--- src/rtl/load_pkg.sv ---
// Shared types and decode helpers for the load unit.
package load_pkg;

    typedef enum logic [2:0] {
        LB  = 3'b000,
        LH  = 3'b001,
        LW  = 3'b010,
        LBU = 3'b100,
        LHU = 3'b101
    } funct3_e;

    typedef enum logic [1:0] {
        S_IDLE,
        S_REQ,
        S_RSP,
        S_DONE
    } state_e;

    function automatic logic is_legal(input logic [2:0] f);
        case (f)
            LB, LH, LW, LBU, LHU: return 1'b1;
            default:              return 1'b0;
        endcase
    endfunction

    function automatic logic is_misaligned(input logic [2:0] f, input logic [1:0] off);
        case (f)
            LH, LHU: return off[0];
            LW:      return off != 2'b00;
            default: return 1'b0;
        endcase
    endfunction

    // True when the access spills into the following word.
    function automatic logic crosses_word(input logic [2:0] f, input logic [1:0] off);
        case (f)
            LH, LHU: return off == 2'b11;
            LW:      return off != 2'b00;
            default: return 1'b0;
        endcase
    endfunction

endpackage

--- src/rtl/load_align.sv ---
// Byte-lane shift, width select and sign/zero extension of a load result.
module load_align
    import load_pkg::*;
(
    input  logic [2:0]  funct3,
    input  logic [1:0]  offset,
    input  logic [31:0] beat0,
    input  logic [31:0] beat1,
    output logic [31:0] data
);

    logic [31:0] window;

    always_comb begin
        window = 32'({beat1, beat0} >> {offset, 3'b000});
        case (funct3)
            LB:      data = {{24{window[7]}}, window[7:0]};
            LH:      data = {{16{window[15]}}, window[15:0]};
            LW:      data = window;
            LBU:     data = {24'd0, window[7:0]};
            LHU:     data = {16'd0, window[15:0]};
            default: data = '0;
        endcase
    end

endmodule

--- src/rtl/load_unit.sv ---
// Load unit: one outstanding word-read load with alignment and extension.
// Define LOAD_MISALIGN_SPLIT_EN to service misaligned loads (two reads when crossing a word).
//
// state  | meaning
// IDLE   | ready for a new load request
// REQ    | word read presented to memory, waiting for mem_req_ready
// RSP    | waiting for the read data of the current beat
// DONE   | result (or fault) presented for one cycle
module load_unit
    import load_pkg::*;
(
    input  logic        clk,
    input  logic        rst_n,
    input  logic        req_valid,
    output logic        req_ready,
    input  logic [2:0]  req_funct3,
    input  logic [31:0] req_addr,
    output logic        mem_req_valid,
    input  logic        mem_req_ready,
    output logic [31:0] mem_req_addr,
    input  logic        mem_rsp_valid,
    input  logic [31:0] mem_rsp_data,
    output logic        load_valid,
    output logic [31:0] load_data,
    output logic        load_fault
);

    state_e      state, state_nx;
    logic [2:0]  funct3_q;
    logic [31:0] addr_q;
    logic        accept, req_bad, last_beat, finish_ok;
    logic [31:0] align_beat0, align_beat1, align_data;

`ifdef LOAD_MISALIGN_SPLIT_EN
    logic        beat_q;
    logic [31:0] beat0_q;

    assign last_beat    = !crosses_word(funct3_q, addr_q[1:0]) || beat_q;
    assign align_beat0  = beat_q ? beat0_q : mem_rsp_data;
    assign align_beat1  = mem_rsp_data;
    assign mem_req_addr = {addr_q[31:2], 2'b00} + {29'd0, beat_q, 2'b00};
    assign req_bad      = !is_legal(req_funct3);

    always_ff @(posedge clk) begin
        if (!rst_n) begin
            beat_q  <= 1'b0;
            beat0_q <= '0;
        end else if (accept) begin
            beat_q <= 1'b0;
        end else if (state == S_RSP && mem_rsp_valid && !last_beat) begin
            beat_q  <= 1'b1;
            beat0_q <= mem_rsp_data;
        end
    end
`else
    assign last_beat    = 1'b1;
    assign align_beat0  = mem_rsp_data;
    assign align_beat1  = '0;
    assign mem_req_addr = {addr_q[31:2], 2'b00};
    assign req_bad      = !is_legal(req_funct3) || is_misaligned(req_funct3, req_addr[1:0]);
`endif

    load_align u_align (
        .funct3 (funct3_q),
        .offset (addr_q[1:0]),
        .beat0  (align_beat0),
        .beat1  (align_beat1),
        .data   (align_data)
    );

    always_comb begin
        state_nx      = state;
        req_ready     = 1'b0;
        mem_req_valid = 1'b0;
        load_valid    = 1'b0;
        accept        = 1'b0;
        finish_ok     = 1'b0;
        case (state)
            S_IDLE: begin
                req_ready = 1'b1;
                if (req_valid) begin
                    accept   = 1'b1;
                    state_nx = req_bad ? S_DONE : S_REQ;
                end
            end
            S_REQ: begin
                mem_req_valid = 1'b1;
                if (mem_req_ready) state_nx = S_RSP;
            end
            S_RSP: begin
                if (mem_rsp_valid) begin
                    if (last_beat) begin
                        finish_ok = 1'b1;
                        state_nx  = S_DONE;
                    end else begin
                        state_nx = S_REQ;
                    end
                end
            end
            S_DONE: begin
                load_valid = 1'b1;
                state_nx   = S_IDLE;
            end
            default: state_nx = S_IDLE;
        endcase
    end

    // Result registers are written only on entry to DONE so they hold between loads.
    always_ff @(posedge clk) begin
        if (!rst_n) begin
            state      <= S_IDLE;
            funct3_q   <= '0;
            addr_q     <= '0;
            load_data  <= '0;
            load_fault <= 1'b0;
        end else begin
            state <= state_nx;
            if (accept) begin
                funct3_q <= req_funct3;
                addr_q   <= req_addr;
                if (req_bad) begin
                    load_data  <= '0;
                    load_fault <= 1'b1;
                end
            end
            if (finish_ok) begin
                load_data  <= align_data;
                load_fault <= 1'b0;
            end
        end
    end

endmodule

--- config.mk ---
export PLATFORM = sky130hd
export DESIGN_NAME = load_unit
export DESIGN_NICKNAME = d
export VERILOG_FILES = /design/src/rtl/load_pkg.sv /design/src/rtl/load_align.sv /design/src/rtl/load_unit.sv
export SDC_FILE = /design/constraint.sdc
export NUM_CORES = 1
export LEC_CHECK = 0
export ABC_AREA = 1
export CORE_MARGIN = 2
export CORE_UTILIZATION = 25
export DETAILED_ROUTE_END_ITERATION = 8
export DONT_BUFFER_PORTS = 1
export GPL_TIMING_DRIVEN = 0
export SETUP_SLACK_MARGIN = 0.3
export SKIP_LAST_GASP = 1
export SLEW_MARGIN = 40
export SYNTH_ARGS = -nofsm -noshare
export SYNTH_HDL_FRONTEND = slang
export SYNTH_SLANG_ARGS = --single-unit
--- constraint.sdc ---
create_clock -name clk -period 2.8 [get_ports clk]
set_input_delay 0.56 -clock clk [delete_from_list [all_inputs] [get_ports clk]]
set_output_delay 0.56 -clock clk [all_outputs]
set_load 0.05 [all_outputs]
==> flow_metrics.tcl <==
set metrics [dict create \
    yosysSeqAreaShare_pct 38.57 \
    cp-start-kind "flip-flop" \
    gp_congestion 0.9261 \
    cts_buffer_depth 2 \
    synth_simple_gate_area_share_pct 32.30 \
    muxShareOfSynthArea_pct 0 \
    tns_ns 0 \
    drtAntennaViolNets 0 \
    slew_viol_final 0 \
    antenna_found_initial 0 \
    gr-total-overflow 0 \
    relSlewSlack_pct 51.58 \
    wirelength_microns 11100 \
    clock-sinks 70 \
    synth.area.top_cells "dfxtp_1, nand2_1, nand3_1" \
    cts_hold_buf 0 \
    setup_viol 0 \
    grt_pass1_wl_microns 17950 \
    p_leak_nw 1.845 \
    yosysTopAreaCell "dfxtp_1" \
    path_max_fanout 10 \
    ctsHtreeMaxLevel 3 \
    hold_viol 0 \
    synth_top_family_by_area "simple AND/OR/NAND/NOR gates" \
    drive_gt1_share_pct 13.87 \
    vias_per_cell 4.639 \
    cellPowerDensity_mw_per_mm2 1202 \
    tightest_slew_ns 0.7263 \
    ys_seq_elements 70 \
    die_y_microns 124.6 \
    synth_enable_flop_cells 0 \
    hold_slack_ns 0.3878 \
    syn_area_sq_mm 0.003633 \
    clock_skew_ns 0.007248 \
    first_global_vias 3369 \
    portBuffers 0 \
    synth_top_area_share_pct 38.57 \
    synthArstFlopShare_pct 0 \
    critPathKind "flip-flop to flip-flop" \
    cts_root_buf "clkbuf_16" \
    rsz0062_at_grt "no" \
    core-area_sq_mm 0.01437 \
    cp-end-kind "flip-flop" \
    routedWlPerCell_microns 15.17 \
    drv_cap 0 \
    required_ns 3.04 \
    numCtsBuffers 9 \
    area_growth_pct 17.01 \
    firstDrtPassIters 5 \
    timing.final.crit_share_pct 74.12 \
    die_width_microns 124.6 \
    die_area_sq_mm 0.01551 \
    dp_hpwl_microns 8640 \
    grt_use_total_pct 14.48 \
    clk-insertion-delay-late_ns 0.34 \
    synth_most_common_cell "nand2_1" \
    synth_common_cells "nand2_1, nand3_1, dfxtp_1" \
    synth_compound_area_share_pct 12.84 \
    drt_iter0_drc 245 \
    rows 44 \
    io_pins 140 \
    synthAdderAreaFrac_pct 1.722 \
    ir_drop_v 0.0004957 \
    cts_tree "done" \
    min_period_ns 2.075 \
    antenna_cells 0 \
    path_clk_slew_ns 0.06 \
    ys_warn_count 0 \
    avgSynthCellArea_sq_um 6.843 \
    hp-class "input pin to flip-flop" \
    syn_inst 531 \
    synth_cell_types 25 \
    start_util_pct 25.29 \
    cp.arrival_ns 2.32 \
    nNetsFinal 620 \
    synth_xor_xnor_area_share_pct 0 \
    remaining_drc_errors 0 \
    synth_flop_cell "dfxtp_1" \
    vias 3396 \
    max_freq_mhz 481.8 \
    grt_max_degree 13 \
    status "finished clean" \
]
## registers in the layout, indices dropped and copies added (netlist names)
| signal | flops |
|---|---|
| state | 2 |
| load_data | 32 |
| addr_q | 32 |
| funct3_q | 3 |
| load_fault | 1 |
## final timing paths
| kind | startpoint | endpoint | slack (ns) | cells past startpoint |
|---|---|---|---|---|
| hold / removal | req_addr[5] | addr_q[5] | 0.39 | 2 |
| setup reg to reg | state[1] | load_fault | 0.72 | 7 |
| hold reg to reg | addr_q[30] | addr_q[30] | 0.48 | 2 |
| setup / recovery | state[1] | load_fault | 0.72 | 7 |
## worst max-delay path, stage by stage (launching register included)
cell	delay (ns)
dfxtp_1	0.33
inv_1	0.12
ha_2	0.40
nand2_1	0.19
inv_1	0.16
nand3_1	0.27
buf_2	0.29
a211oi_1	0.23
## kinds of logic after synthesis
kind of cell    after synthesis
buf+inv                      92
compound gates               86
simple gates                277
other cells                   1
flops                        70
fa+ha+maj                     5
## report_power, final
part | switching [mW] | total [mW] | leakage [nW] | internal [mW]
clock | 0.457 | 1.47 | 0.186 | 1.01
combinational | 1.44 | 2.07 | 1.09 | 0.628
sequential | 0.348 | 1.57 | 0.573 | 1.22
## layer usage
layer | up-vias | routed length, microns | global-route usage, % | share of wire [%]
met5 | - | 0 | 0 | 0
met4 | 0 | 129 | 3.966 | 1.2
met3 | 10 | 1218 | 5.885 | 11
met2 | 140 | 5080 | 23.88 | 46
met1 | 1531 | 4673 | 17.42 | 42
li1 | 1715 | - | - | -
## per-stage QoR
step / utilization [%] / cells / setup WS, ns / area (sq um) / power [mW]
6_report: 29.59 / 732 / 0.7245 / 4252 / 5.109
3_3_place_gp: 26.92 / 716 / 0.5043 / 3867 / 3.653
3_5_place_dp: 26.92 / 716 / 0.4811 / 3867 / 3.665
4_1_cts: 29.57 / 732 / 0.4613 / 4249 / 5.151
5_1_grt: 29.59 / 732 / 0.4985 / 4252 / 5.433
2_1_floorplan: - / 532 / 0.9530 / 3637 / 3.318
## cell type report
| cell class | instances | area, sq um |
|---|---|---|
| Inverter | 25 | 96.34 |
| Tap cell | 184 | 230.2 |
| Buffer | 67 | 429.2 |
| Sequential cell | 70 | 1401 |
| Multi-Input combinational cell | 370 | 1713 |
| Clock inverter | 5 | 128.9 |
| Clock buffer | 11 | 252.7 |
| Fill cell | 1599 | 10120 |
## placed cells by master, fill, tap and decap left out, types with 2 or more instances in the layout
cell,count
nand3_1,74
o21ai_0,35
nand3_2,2
a21oi_1,38
clkbuf_16,9
clkbuf_8,2
buf_4,34
nand2_1,130
nor2_1,66
bufinv_16,4
clkbuf_1,18
buf_6,5
ha_1,4
o211ai_1,8
buf_2,10
nand2_2,2
a21oi_2,2
dfxtp_1,70
conb_1,2
inv_1,23
## timing repair
| item | in CTS | in global routing |
|---|---|---|
| resized for setup | 0 | 1 |
| buffers inserted | 0 | 0 |
| setup endpoints to repair | 0 | 7 |
(Power assumes the default switching activity.)
